## config.mk

```make
export PLATFORM = sky130hd
export DESIGN_NAME = crc_engine_flat
export DESIGN_NICKNAME = d
export VERILOG_FILES = /design/src/rtl/crc_pkg.sv /design/src/rtl/crc_engine_if.sv /design/src/rtl/crc_engine_step.sv /design/src/rtl/crc_engine.sv /design/src/flat_wrapper.sv
export SDC_FILE = /design/constraint.sdc
export NUM_CORES = 1
export LEC_CHECK = 0
export CAP_MARGIN = 30
export CELL_PAD_IN_SITES_DETAIL_PLACEMENT = 0
export CELL_PAD_IN_SITES_GLOBAL_PLACEMENT = 1
export CORE_UTILIZATION = 25
export CTS_CLUSTER_SIZE = 40
export DETAILED_ROUTE_END_ITERATION = 10
export GPL_ROUTABILITY_DRIVEN = 0
export PLACE_DENSITY = 0.6
export SYNTH_ARGS = -nofsm -noshare
export SYNTH_HDL_FRONTEND = slang
export SYNTH_SLANG_ARGS = --single-unit
```

## constraint.sdc

```tcl
create_clock -name CLK -period 1.4 [get_ports CLK]
set_input_delay 0.28 -clock CLK [delete_from_list [all_inputs] [get_ports CLK]]
set_output_delay 0.28 -clock CLK [all_outputs]
set_load 0.02 [all_outputs]
```

## src/rtl/crc_pkg.sv

```systemverilog
// Shared types and constants for the reflected (LSB-first) CRC engine.
package crc_pkg;

    typedef enum logic [1:0] {
        ST_IDLE,
        ST_CALC,
        ST_HOLD,
        ST_SHIFT
    } crc_state_e;

    // Reflected forms of common generator polynomials.
    localparam logic [7:0]  CRC8_MAXIM       = 8'h8C;
    localparam logic [7:0]  CRC8_CCITT_REFL  = 8'hE0;
    localparam logic [15:0] CRC16_CCITT_REFL = 16'h8408;

endpackage

```

## src/rtl/crc_engine_if.sv

```systemverilog
// Frame input / CRC output bundle; master drives frames, slave is the engine.
interface crc_engine_if #(
    parameter int CRC_WIDTH = 8,
    parameter int DIN_WIDTH = 1
);

    logic [DIN_WIDTH-1:0] data;
    logic                 Active;
    logic                 enable;
    logic                 CRC;
    logic                 Valid;
    logic [CRC_WIDTH-1:0] CRC_PAR;
    logic                 Done;

    modport master (
        output data, Active, enable,
        input  CRC, Valid, CRC_PAR, Done
    );

    modport slave (
        input  data, Active, enable,
        output CRC, Valid, CRC_PAR, Done
    );

endinterface

```

## src/rtl/crc_engine_step.sv

```systemverilog
// Combinational multi-bit CRC update: applies the per-bit LFSR step to
// data_i[0] .. data_i[DIN_WIDTH-1] in order.
module crc_step
    import crc_pkg::*;
#(
    parameter int                   CRC_WIDTH = 8,
    parameter logic [CRC_WIDTH-1:0] POLY      = CRC8_MAXIM,
    parameter int                   DIN_WIDTH = 1
) (
    input  logic [CRC_WIDTH-1:0] crc_i,
    input  logic [DIN_WIDTH-1:0] data_i,
    output logic [CRC_WIDTH-1:0] crc_o
);

    logic [CRC_WIDTH-1:0] acc;

    // NOTE: blocking assignments are deliberate here so each bit's update
    // sees the result of the previous bit within the same cycle.
    always_comb begin
        acc = crc_i;
        for (int i = 0; i < DIN_WIDTH; i++) begin
            if (acc[0] ^ data_i[i]) begin
                acc = (acc >> 1) ^ POLY;
            end else begin
                acc = acc >> 1;
            end
        end
        crc_o = acc;
    end

endmodule

```

## src/rtl/crc_engine.sv

```systemverilog
// Reflected CRC engine: accumulates a frame while Active is high, then
// presents the result in parallel and shifts it out serially, LSB first.
module crc_engine
    import crc_pkg::*;
#(
    parameter int                   CRC_WIDTH = 8,
    parameter logic [CRC_WIDTH-1:0] POLY      = CRC8_MAXIM,
    parameter logic [CRC_WIDTH-1:0] SEED      = '0,
    parameter int                   DIN_WIDTH = 1,
    parameter logic [CRC_WIDTH-1:0] XOR_OUT   = '0
) (
    input logic          CLK,
    input logic          RST,
    crc_engine_if.slave  bus
);

    localparam int CNT_W = $clog2(CRC_WIDTH);
    localparam logic [CNT_W-1:0] CNT_LAST = CNT_W'(CRC_WIDTH - 1);

    crc_state_e           state_q;
    logic [CRC_WIDTH-1:0] crc_q;
    logic [CRC_WIDTH-1:0] par_q;
    logic [CRC_WIDTH-1:0] shreg_q;
    logic [CNT_W-1:0]     cnt_q;

    logic [CRC_WIDTH-1:0] step_in;
    logic [CRC_WIDTH-1:0] crc_d;

    // A new frame (from IDLE or an abandoned HOLD) always starts from SEED.
    assign step_in = (state_q == ST_CALC) ? crc_q : SEED;

    crc_step #(
        .CRC_WIDTH (CRC_WIDTH),
        .POLY      (POLY),
        .DIN_WIDTH (DIN_WIDTH)
    ) u_step (
        .crc_i  (step_in),
        .data_i (bus.data),
        .crc_o  (crc_d)
    );

    // NOTE: non-blocking assignments for every sequential register so all
    // flops update together from the pre-edge values.
    always_ff @(posedge CLK) begin
        if (RST) begin
            state_q <= ST_IDLE;
            crc_q   <= SEED;
            par_q   <= '0;
            shreg_q <= '0;
            cnt_q   <= '0;
        end else begin
            unique case (state_q)
                ST_IDLE: begin
                    if (bus.Active) begin
                        crc_q   <= crc_d;
                        state_q <= ST_CALC;
                    end
                end
                ST_CALC: begin
                    if (bus.Active) begin
                        crc_q <= crc_d;
                    end else begin
                        par_q   <= crc_q ^ XOR_OUT;
                        shreg_q <= crc_q ^ XOR_OUT;
                        state_q <= ST_HOLD;
                    end
                end
                ST_HOLD: begin
                    if (bus.Active) begin
                        crc_q   <= crc_d;
                        state_q <= ST_CALC;
                    end else if (bus.enable) begin
                        cnt_q   <= '0;
                        state_q <= ST_SHIFT;
                    end
                end
                ST_SHIFT: begin
                    if (bus.enable) begin
                        shreg_q <= shreg_q >> 1;
                        cnt_q   <= cnt_q + 1'b1;
                        if (cnt_q == CNT_LAST) begin
                            state_q <= ST_IDLE;
                        end
                    end
                end
                default: state_q <= ST_IDLE;
            endcase
        end
    end

    // Outputs decode straight from flops; no input reaches an output.
    assign bus.Valid   = (state_q == ST_SHIFT);
    assign bus.Done    = (state_q == ST_HOLD) || (state_q == ST_SHIFT);
    assign bus.CRC     = (state_q == ST_SHIFT) && shreg_q[0];
    assign bus.CRC_PAR = par_q;

endmodule

```

## src/flat_wrapper.sv

```systemverilog
// flat-port wrapper written by rule: the top's interface ports become plain ports
module crc_engine_flat import crc_pkg::*;
#(
    parameter int                   CRC_WIDTH = 8,
    parameter logic [CRC_WIDTH-1:0] POLY      = CRC8_MAXIM,
    parameter logic [CRC_WIDTH-1:0] SEED      = '0,
    parameter int                   DIN_WIDTH = 1,
    parameter logic [CRC_WIDTH-1:0] XOR_OUT   = '0
)
  (CLK, RST, bus_data, bus_Active, bus_enable, bus_CRC, bus_Valid, bus_CRC_PAR, bus_Done);
  crc_engine_if #(.CRC_WIDTH(CRC_WIDTH), .DIN_WIDTH(DIN_WIDTH)) bus_i ();
  input logic CLK;
  input logic RST;
  input wire logic [$bits(bus_i.data)-1:0] bus_data;
  input wire logic [$bits(bus_i.Active)-1:0] bus_Active;
  input wire logic [$bits(bus_i.enable)-1:0] bus_enable;
  output wire logic [$bits(bus_i.CRC)-1:0] bus_CRC;
  output wire logic [$bits(bus_i.Valid)-1:0] bus_Valid;
  output wire logic [$bits(bus_i.CRC_PAR)-1:0] bus_CRC_PAR;
  output wire logic [$bits(bus_i.Done)-1:0] bus_Done;
  assign bus_i.data = bus_data;
  assign bus_i.Active = bus_Active;
  assign bus_i.enable = bus_enable;
  assign bus_CRC = bus_i.CRC;
  assign bus_Valid = bus_i.Valid;
  assign bus_CRC_PAR = bus_i.CRC_PAR;
  assign bus_Done = bus_i.Done;
  crc_engine #(.CRC_WIDTH(CRC_WIDTH), .POLY(POLY), .SEED(SEED), .DIN_WIDTH(DIN_WIDTH), .XOR_OUT(XOR_OUT)) u_core (.CLK(CLK), .RST(RST), .bus(bus_i));
endmodule
```

# ---- Word level (Yosys, flattened, before mapping)
# Index checks and enable logic that the tools add are counted.
dict set report classes {
  bitwise 3
  eq_ne 11
  reduce_logical 11
  addsub 1
  muxes 16
}
# op n
set ops {}
lappend ops {{2-to-1 mux 8 bit} 4}
lappend ops {{case mux 8 bit (2 select lines)} 1}
lappend ops {{2-to-1 mux 2 bit} 6}
lappend ops {{!= test 2 bit, second input constant} 5}
lappend ops {{2-to-1 mux 3 bit} 3}
lappend ops {{case mux 2 bit (4 select lines)} 1}
lappend ops {{case mux 3 bit (2 select lines)} 1}
lappend ops {{AND reduction 5 bit} 1}
lappend ops {{equality test 2 bit, second input constant} 2}
lappend ops {{AND reduction 2 bit} 2}
lappend ops {{AND reduction 4 bit} 1}
lappend ops {{nonzero test 2 bit} 2}
lappend ops {{adder 3 x 1 -> 3 bit, second input constant} 1}
lappend ops {{equality test 3 bit, second input constant} 1}
lappend ops {{!= test 3 bit, second input constant} 1}
lappend ops {{inverter 2 -> 3 bit} 1}
lappend ops {{AND reduction 3 bit} 1}
lappend ops {{OR reduction 3 bit} 1}
lappend ops {{equality test 2 x 1 -> 1 bit, second input constant} 1}
lappend ops {{zero test 2 bit} 1}
lappend ops {{!= test 2 x 1 -> 1 bit, second input constant} 1}
lappend ops {{logical AND 1 bit} 1}
lappend ops {{logical OR 1 bit} 1}
lappend ops {{inverter 1 bit} 1}
lappend ops {{XOR 1 bit} 1}
dict set report word_totals {
  output_inout_bits 11
  in_bits 5
  register_bits 29
}

# ---- Logic depth before layout (Yosys ltp)
# Gate-level depths: netlist (run 1).
dict set report logic_depth {
  ltp_word 4
  mapped_depth 6
  mapped_depth_nobuf 5
}

# ---- By module
# A second synthesis (run 1) with hierarchy kept.
dict set report unflattened {
  hier_cells 165
  hier_area_um2 1398.8
}
# module cells_per_inst area_per_inst_um2 n_inst
set by_module_without_submodules {}
lappend by_module_without_submodules {crc_engine 157 1305.0 1}
lappend by_module_without_submodules {crc_step 8 93.8 1}

# ---- Worst setup path before layout (run 1)
# OpenSTA, ideal clock, no wires.
dict set report synth_timing {
  path_type {flip-flop to flip-flop}
  start {reg u_core.state_q[1]}
  end {reg u_core.crc_q[3]}
  synth_period_minus_slack_ns 1.227
  t_arrival_ns 1.105
  required_time_ns 1.278
  setup_time_ns 0.122
  stages_incl_launch_ff 6
  slack_ns 0.173
  path_cell_list {dfxtp_1 buf_4 nand3b_4 xor2_4 nor4b_2 a221o_1}
}
dict set report synth_via {
  elab_chain_cells 4
  word_cells_on_any_way 9
}
# item line
set synth_lines {}
lappend synth_lines {{start: declaration} crc_engine.sv:20} ;# crc_state_e state_q;
lappend synth_lines {{start signal: assignment} crc_engine.sv:46} ;# state_q <= ST_IDLE;
lappend synth_lines {{start signal: assignment} crc_engine.sv:56} ;# state_q <= ST_CALC;
lappend synth_lines {{start signal: assignment} crc_engine.sv:65} ;# state_q <= ST_HOLD;
lappend synth_lines {{equality test 2 x 1 -> 1 bit} {crc_engine.sv:30, crc_engine.sv:52}}
lappend synth_lines {{2-to-1 mux 8 bit} crc_engine.sv:30} ;# assign step_in = (state_q == ST_CALC) ? crc_q : SEED;
lappend synth_lines {{XOR 1 bit / inverter 2 -> 3 bit (equally long branches)} n/a}
lappend synth_lines {{2-to-1 mux 8 bit} crc_engine_step.sv:22} ;# if (acc[0] ^ data_i[i]) begin
lappend synth_lines {{end signal: assignment} crc_engine.sv:55} ;# crc_q <= crc_d;
lappend synth_lines {{end signal: assignment} crc_engine.sv:61} ;# crc_q <= crc_d;
lappend synth_lines {{end signal: assignment} crc_engine.sv:70} ;# crc_q <= crc_d;
lappend synth_lines {{end: declaration} crc_engine.sv:21} ;# logic [CRC_WIDTH-1:0] crc_q;
# Parallel ways exist; a longest one is shown, timed or not.
# A chain may end at the register's enable or synchronous reset.

# ---- Worst setup path after layout (run 1)
dict set report layout_timing {
  start {reg u_core.state_q[1]}
  end {reg u_core.par_q[2] (netlist: u_core.bus.CRC_PAR[2])}
}
dict set report layout_via {
  elab_chain_cells 2
}
# item line
set layout_lines {}
lappend layout_lines {{equality test 2 x 1 -> 1 bit} crc_engine.sv:52} ;# unique case (state_q)
lappend layout_lines {{AND reduction 2 bit (no line)} n/a}
lappend layout_lines {{end signal: assignment} crc_engine.sv:63} ;# par_q <= crc_q ^ XOR_OUT;
lappend layout_lines {{end: declaration} crc_engine.sv:22} ;# logic [CRC_WIDTH-1:0] par_q;
# No other way between the ends.

==> metrics.md, run 1 <==
| Metric | Value |
|---|---|
| Worst Setup EP | u_core.bus.CRC_PAR[2] |
| Footprint of the multi-input gates | roughly 740 µm² |
| Measured slew at the worst slew-check pin | 297 ps |
| Filler Cell Count | between 500 and 600 |
| Num ports | 16 |
| R2R depth | 6 |
| Worst path slowest cell | dfxtp_2 |
| Met2 Wirelength | between 1 and 1.5 mm |
| Final wirelength | 3.14 mm |
| # diodes | 0 |
| Combinational share of power | around 12% |
| Final instance area | approximately 1800 µm² |
| Post-Syn Area | between 1000 and 1500 µm² |
| Placed cell areas | ~1700 µm² |
| CP max FO | 9 |
| Pleak | 0.754 nW |
| Core area | around 5200 µm² |
| Worst relative slew slack | between 80% and 90% |
| Largest net degree at the start of global routing | 12 |
| CP delay by family, top | simple AND/OR/NAND/NOR gates |
| Simple-gate share of the synthesized area | 24.8% |
| Reg2reg setup slack | around 3.5 ps |
| Layout Nets | around 180 |
| Syn Nets | about 150 |
| CTS tree | built |
| Worst Hold Class | in2reg |
| Flop pwr share | ~49% |
| Area share of fa/ha/maj cells after synthesis | approximately 1.8% |
| Crit path depth | 6 |
| DR top layer | met4 |
| Remaining DRCs | 0 |
| R2r startpoint | u_core.state_q[1] |
| Initial antenna violation count | 0 |
| FFs w/ async S/R, synth | 0% |
| Clock power share | roughly 39% |
| Peak VDD IR | between 0.0004 and 0.0005 V |
| Final design utilization | a little over a third |
| Final cell count without fillers | 246 |
| Die X-Extent | about 76 µm |
| GRT Total Usage | between 10 and 15% |
| Fraction of layout cells with a size suffix above 1 | approximately 33% |
| Max-cap violations | 0 |
| Site row count | 26 |
| Worst setup EP type | flop |
| Global-route wire length before repair | roughly 5.3 mm |
| Post-synthesis register bit count | 29 |
| Drt initial violations | a little under 50 |
| Cell count after placement | 236 |
| Post-synthesis cell type count | 35 |
| Max clock buf depth | 2 |
| Largest family of logic cells by synthesized area | simple AND/OR/NAND/NOR gates |
| CTS Hold Bufs | 0 |
| Worst EP arrival | approximately 1600 ps |
| Most common library cells after synthesis | 29 x dfxtp_1, 22 x nand2_1, 19 x nor2_1 |
| Clk_lat worst skew | 280 ps |
| Buffers and inverters on the worst path | 2 |
| Syn avg cell area | around 10 µm² |
| FF/Latch Area | roughly 600 µm² |
| Met3 wire len | ~93 µm |
| Via count of the first global-routing pass | between 1,000 and 1,500 |
| Initial Util | a little over a quarter |
| Synth warnings | 0 |
| Worst setup SP type | flop |
| Switching portion of total power | about a quarter |
| Sw Pwr | around 0.43 mW |
| IO buf count | 15 |
| H-Tree Depth | 2 |
| Clock Skews | around 3.4 ps |
| Drt pass-1 iters | 4 |
| RSZ-0062 raised after global routing | yes |
| Most common cell in the synthesized netlist | dfxtp_1 |
| Final worst path period share | roughly 100% |
| Congestion Overflow GR | 0 |
| Die H | between 70 and 80 µm |
| Mux cell area share after synthesis | slightly above 5% |
| Run status | finished, final reports clean |
| Cts bufs inserted | 5 |
| Routed len/inst | about 13 µm |
| Synth Flop Type | dfxtp_1 |
| Post-Route M1 WL | roughly 1.6 mm |
| Min Tclk post-route | 1400 ps |
| Sequential element share of the synthesized area | between 40% and 50% |
| Synthesized instance count | about 140 |
| Worst-path clk slew | approximately 60 ps |
| Vias/cell | roughly 4.5 |
| EDFF count, synth | 0 |
| PwrDens | between 900 and 1000 nW/µm² |
| # clock sinks | 29 |
| Root buf cell | clkbuf_8 |
| Internal power | around 1.3 mW |
| Final Hold Viols | 0 |
| Compound-Gate Fraction of Synth Area | between 15 and 20% |
| DRT antenna net count | 0 |
| DR vias | approximately 1,100 |
| Xor/xnor cell area share of the yosys netlist | approximately 2.0% |
| Die area | about 5800 µm² |
| Synth area leader | dfxtp_1 |
| Worst Path Required | around 1600 ps |
| Final Max Slew Viols | 0 |
| Share of the synthesized area in the top cell type | a little over two fifths |
| Final setup fails | 0 |
| Critical Path, Cell by Cell | buf_6 > and2b_4 > nor2b_4 > buf_12 > mux2i_1 > nor2_1 |
| Post-DP HPWL | ~2.2 mm |
| Area delta synth->final | 34.8% |
| WS Path Type | reg2reg |
| Fmax | just over 700 MHz |
| R2R Path End | u_core.bus.CRC_PAR[2] |
| CP startpoint | u_core.state_q[1] |
| Area contributors post-synth | dfxtp_1 43%, a311oi_2 7.7%, nand2_1 6.0%, nor2_1 5.2%, mux2i_1 5.1% |
| Crit path largest cell delay | 340 ps |
worst min-delay path, cell delays in order:
cell and delay (ps):
dlymetal6s2s_1 210, nor2_1 150, a311oi_1 60
what timing repair did:
action                                  4_1_cts  5_1_grt
buffers inserted                              1        1
resized for setup                            19        8
pin swaps                                     1        1
gates cloned                                  1        0
endpoints found under the hold margin         0        0
endpoints found under the setup margin       29       18
metrics by stage:
stage	worst slack, ps	hold WS, ps	setup TNS (ps)	power (mW)
floorplan	173	390	0	1.01
global placement	-234	441	-3710	1.08
detailed placement	-333	452	-4680	1.09
CTS	-18.4	461	-21.6	1.80
global route	-63.2	482	-472	1.85
finish	3.51	455	0	1.78
routing by layer:
layer	up-vias	global-route usage (%)
li1	561	-
met1	524	16.5
met2	14	19.5
met3	5	3.70
met4	0	6.38
met5	-	0
layout by cell type (no fill, tap or decap), types with 3 or more instances in the layout:
cell / n
a22oi_1: 5
buf_4: 21
nor2_2: 4
dlygate4sd2_1: 9
nor2_1: 18
clkbuf_8: 6
mux2i_1: 7
a21oi_1: 6
clkdlybuf4s50_1: 3
dfxtp_1: 27
a311oi_2: 7
nand2_1: 19
nand2b_1: 3
nand2_2: 3
sequential cells by signal, summed over array words and instances (netlist names):
register,flops
u_core.bus.CRC_PAR,8
u_core.crc_q,8
u_core.shreg_q,8
u_core.cnt_q,3
u_core.state_q,2
cell families (layout without fill, tap and decap cells):
family	after synthesis	after routing
buf+inv	11	47
mux	7	7
flops	29	29
compound gates	25	26
xor+xnor	1	1
fa+ha+maj	2	2
simple gates	64	64
layout make-up:
| cell class | instances | area share (%) |
|---|---|---|
| clock buffer | 7 | 4.69 |
| inverter | 1 | 0.204 |
| multi-input combinational | 100 | 40.3 |
| sequential | 29 | 31.7 |
| tap | 70 | 4.76 |
| timing repair buffer | 39 | 18.4 |
worst min-delay path by stage:
stage | cells after the start | to | slack, ps | startpoint
3_3_place_gp | 2 | u_core.cnt_q[1] | 440 | u_core.cnt_q[1]
4_1_cts | 2 | u_core.cnt_q[1] | 460 | u_core.cnt_q[1]
6_report | 3 | u_core.state_q[0] | 450 | bus_Active
3_5_place_dp | 2 | u_core.cnt_q[1] | 450 | u_core.cnt_q[1]
2_1_floorplan | 1 | u_core.crc_q[7] | 390 | bus_Active
5_1_grt | 2 | u_core.cnt_q[1] | 480 | u_core.cnt_q[1]
power by group through the flow:
stage          clock network, mW  registers [mW]  logic, mW
4_1_cts                    0.718           0.868      0.212
3_5_place_dp                   0           0.885      0.203
3_3_place_gp                   0           0.886      0.198
2_1_floorplan                  0           0.881      0.129
6_report                   0.691           0.869      0.220
5_1_grt                    0.744           0.871      0.237
No activity file was read; power rests on OpenSTA's default activity.
==> inputs of run 2 (changes only) <==
- CTS_CLUSTER_SIZE: 40 -> 25
==> results of run 2 <==
The final DEF is identical to that of run 1; final timing and power are the same.
==> inputs of run 3 (changes only) <==
- GPL_TIMING_DRIVEN: not set -> 0
==> metrics.md, run 3 (same netlist as run 1, synthesis figures left out) <==
| Metric | Value |
|---|---|
| DR vias | 1,109 (+0.45%) |
| DRT antenna net count | 0 (unchanged) |
| PwrDens | 977 nW/µm² (+1.0%) |
| CP max FO | 5 (-4) |
| Worst-path clk slew | 70 ps (about the same) |
| Die area | 5760 µm² (unchanged) |
| Worst EP arrival | 1520 ps (-50 ps) |
| Final Hold Viols | 0 (unchanged) |
| Commonest cells after routing, fill and taps aside | 27 x dfxtp_1, 22 x nand2_1, 19 x nor2_1, 10 x dlygate4sd2_1, 8 x buf_4 |
| Routed len/inst | 13.1 µm (+2.5%) |
| Drt pass-1 iters | 4 (unchanged) |
| Crit path largest cell delay | 340 ps (about the same) |
| H-Tree Depth | 2 (unchanged) |
| Fraction of layout cells with a size suffix above 1 | 28.1% (-4.9 points) |
| Max clock buf depth | 2 (unchanged) |
| Site row count | 26 (unchanged) |
| Worst Path Required | 1560 ps (about the same) |
| Switching portion of total power | 24.6% (+0.37 points) |
| Drt initial violations | 45 (-8.2%) |
| Buffers and inverters on the worst path | 2 (unchanged) |
| Via count of the first global-routing pass | 1,083 (-1.5%) |
| # diodes | 0 (unchanged) |
| Area delta synth->final | 29.7% |
| Root buf cell | clkbuf_8 |
| Num ports | 16 (unchanged) |
| Sw Pwr | 0.425 mW (-1.4%) |
| Placed cell areas | 1600 µm² (-5.7%) |
| Final instance area | 1770 µm² (-3.8%) |
| Final Max Slew Viols | 0 (unchanged) |
| Worst setup SP type | flop |
| Peak VDD IR | 0.000612 V (+25%) |
| Combinational share of power | 12.1% (-0.3 points) |
| Cts bufs inserted | 5 (unchanged) |
| Die H | 75.9 µm (unchanged) |
| Worst path slowest cell | dfxtp_2 |
| CP delay by family, top | simple AND/OR/NAND/NOR gates |
| Max-cap violations | 0 (unchanged) |
| Run status | finished, final reports clean |
| Die X-Extent | 75.9 µm (unchanged) |
| Clock power share | 37.8% (-1.0 points) |
| Worst Hold Class | in2reg |
| Measured slew at the worst slew-check pin | 337 ps (+40.3 ps) |
| Worst relative slew slack | 77.5% (-2.7 points) |
| Internal power | 1.30 mW (-3.3%) |
| Layout Nets | 177 (-3.3%) |
| Final wirelength | 3.15 mm (+0.45%) |
| GRT Total Usage | 12.6% (-0.26 points) |
| Flop pwr share | 50.2% (+1.4 points) |
| Pleak | 0.703 nW (-6.8%) |
| Global-route wire length before repair | 5.20 mm (-2.2%) |
| Remaining DRCs | 0 (unchanged) |
| CTS Hold Bufs | 0 (unchanged) |
| Min Tclk post-route | 1360 ps (-39.7 ps) |
| Final setup fails | 0 (unchanged) |
| CTS tree | built |
| WS Path Type | reg2reg |
| RSZ-0062 raised after global routing | yes |
| Worst setup EP type | flop |
| Final worst path period share | 96.9% (-2.8 points) |
| Core area | 5170 µm² (unchanged) |
| IO buf count | 15 (unchanged) |
| Clock Skews | 8.38 ps (+4.94 ps) |
| # clock sinks | 29 (unchanged) |
| Clk_lat worst skew | 280 ps (about the same) |
| Overall Power | 1.73 mW (-2.8%) |
| Fmax | 737 MHz (+2.9%) |
| Most common cell after layout, fill and taps aside | dfxtp_1 |
| Largest net degree at the start of global routing | 11 (-1) |
| Initial Util | 26.4% (unchanged) |
| Vias/cell | 4.60 (+2.5%) |
| Congestion Overflow GR | 0 (unchanged) |
| Critical Path, Cell by Cell | buf_6 > and2b_4 > nor2b_4 > clkbuf_16 > mux2i_1 > nor2_1 |
| Post-DP HPWL | 2.07 mm (-6.4%) |
| Initial antenna violation count | 0 (unchanged) |
==> run 3: what timing repair did <==
| action | in CTS | in global routing |
|---|---|---|
| gates resized for setup | 28 | 7 |
| gates cloned | 0 | 3 |
| endpoints found under the setup margin | 39 | 14 |
| endpoints found under the hold margin | 0 | 0 |
| setup buffers | 0 | 6 |
| pin swaps | 0 | 0 |
==> run 3: cell type report <==
class,count,area [µm²]
inverters,1,11.3
multi-input cells,99,706
repair buffers,24,205
flip-flops and latches,29,583
plain buffers,10,97.6
fillers,545,3400
clock buffers,8,80.1
well taps,70,87.6
==> run 3: worst paths after layout <==
| check | startpoint | to | slack, ps | cells past startpoint |
|---|---|---|---|---|
| worst max-delay path | u_core.state_q[0] | u_core.bus.CRC_PAR[3] | 40 | 6 |
| worst min-delay path | bus_enable | u_core.state_q[0] | 450 | 2 |
| worst max register to register | u_core.state_q[0] | u_core.bus.CRC_PAR[3] | 40 | 6 |
| worst min register to register | u_core.cnt_q[1] | u_core.cnt_q[1] | 460 | 2 |
==> run 3: power groups by stage <==
stage	clock network (mW)	registers [mW]	logic (mW)
global route	0.720	0.871	0.227
detailed placement	0	0.884	0.183
floorplan	0	0.881	0.129
finish	0.653	0.867	0.209
CTS	0.687	0.865	0.182
global placement	0	0.883	0.182
==> run 3: per-layer routing <==
metal  wire [µm]  track usage, %  vias up  part of all wire, %
met5           0               0        -                    0
met2        1380            18.7       25                   44
met3         133            3.97        9                  4.2
met1        1530            15.8      524                   49
met4         108            7.61        0                  3.4
li1            -               -      551                    -
==> run 3: worst register-to-register path, cell delays in order (launching register included) <==
cell and delay [ps]:
dfxtp_2 340, buf_6 120, and2b_4 170, nor2b_4 210, clkbuf_16 180, mux2i_1 170, nor2_1 50
==> run 3: stage by stage <==
stage	utilization, %	setup TNS, ps	setup WS (ps)	std cells	hold WS (ps)
2_1_floorplan	-	0	173	139	390
3_3_place_gp	31.0	-10540	-464	224	444
3_5_place_dp	31.0	-11480	-516	224	454
4_1_cts	32.3	0	8.42	232	444
5_1_grt	34.2	-67.0	-26.2	241	499
6_report	34.2	0	43.3	241	450
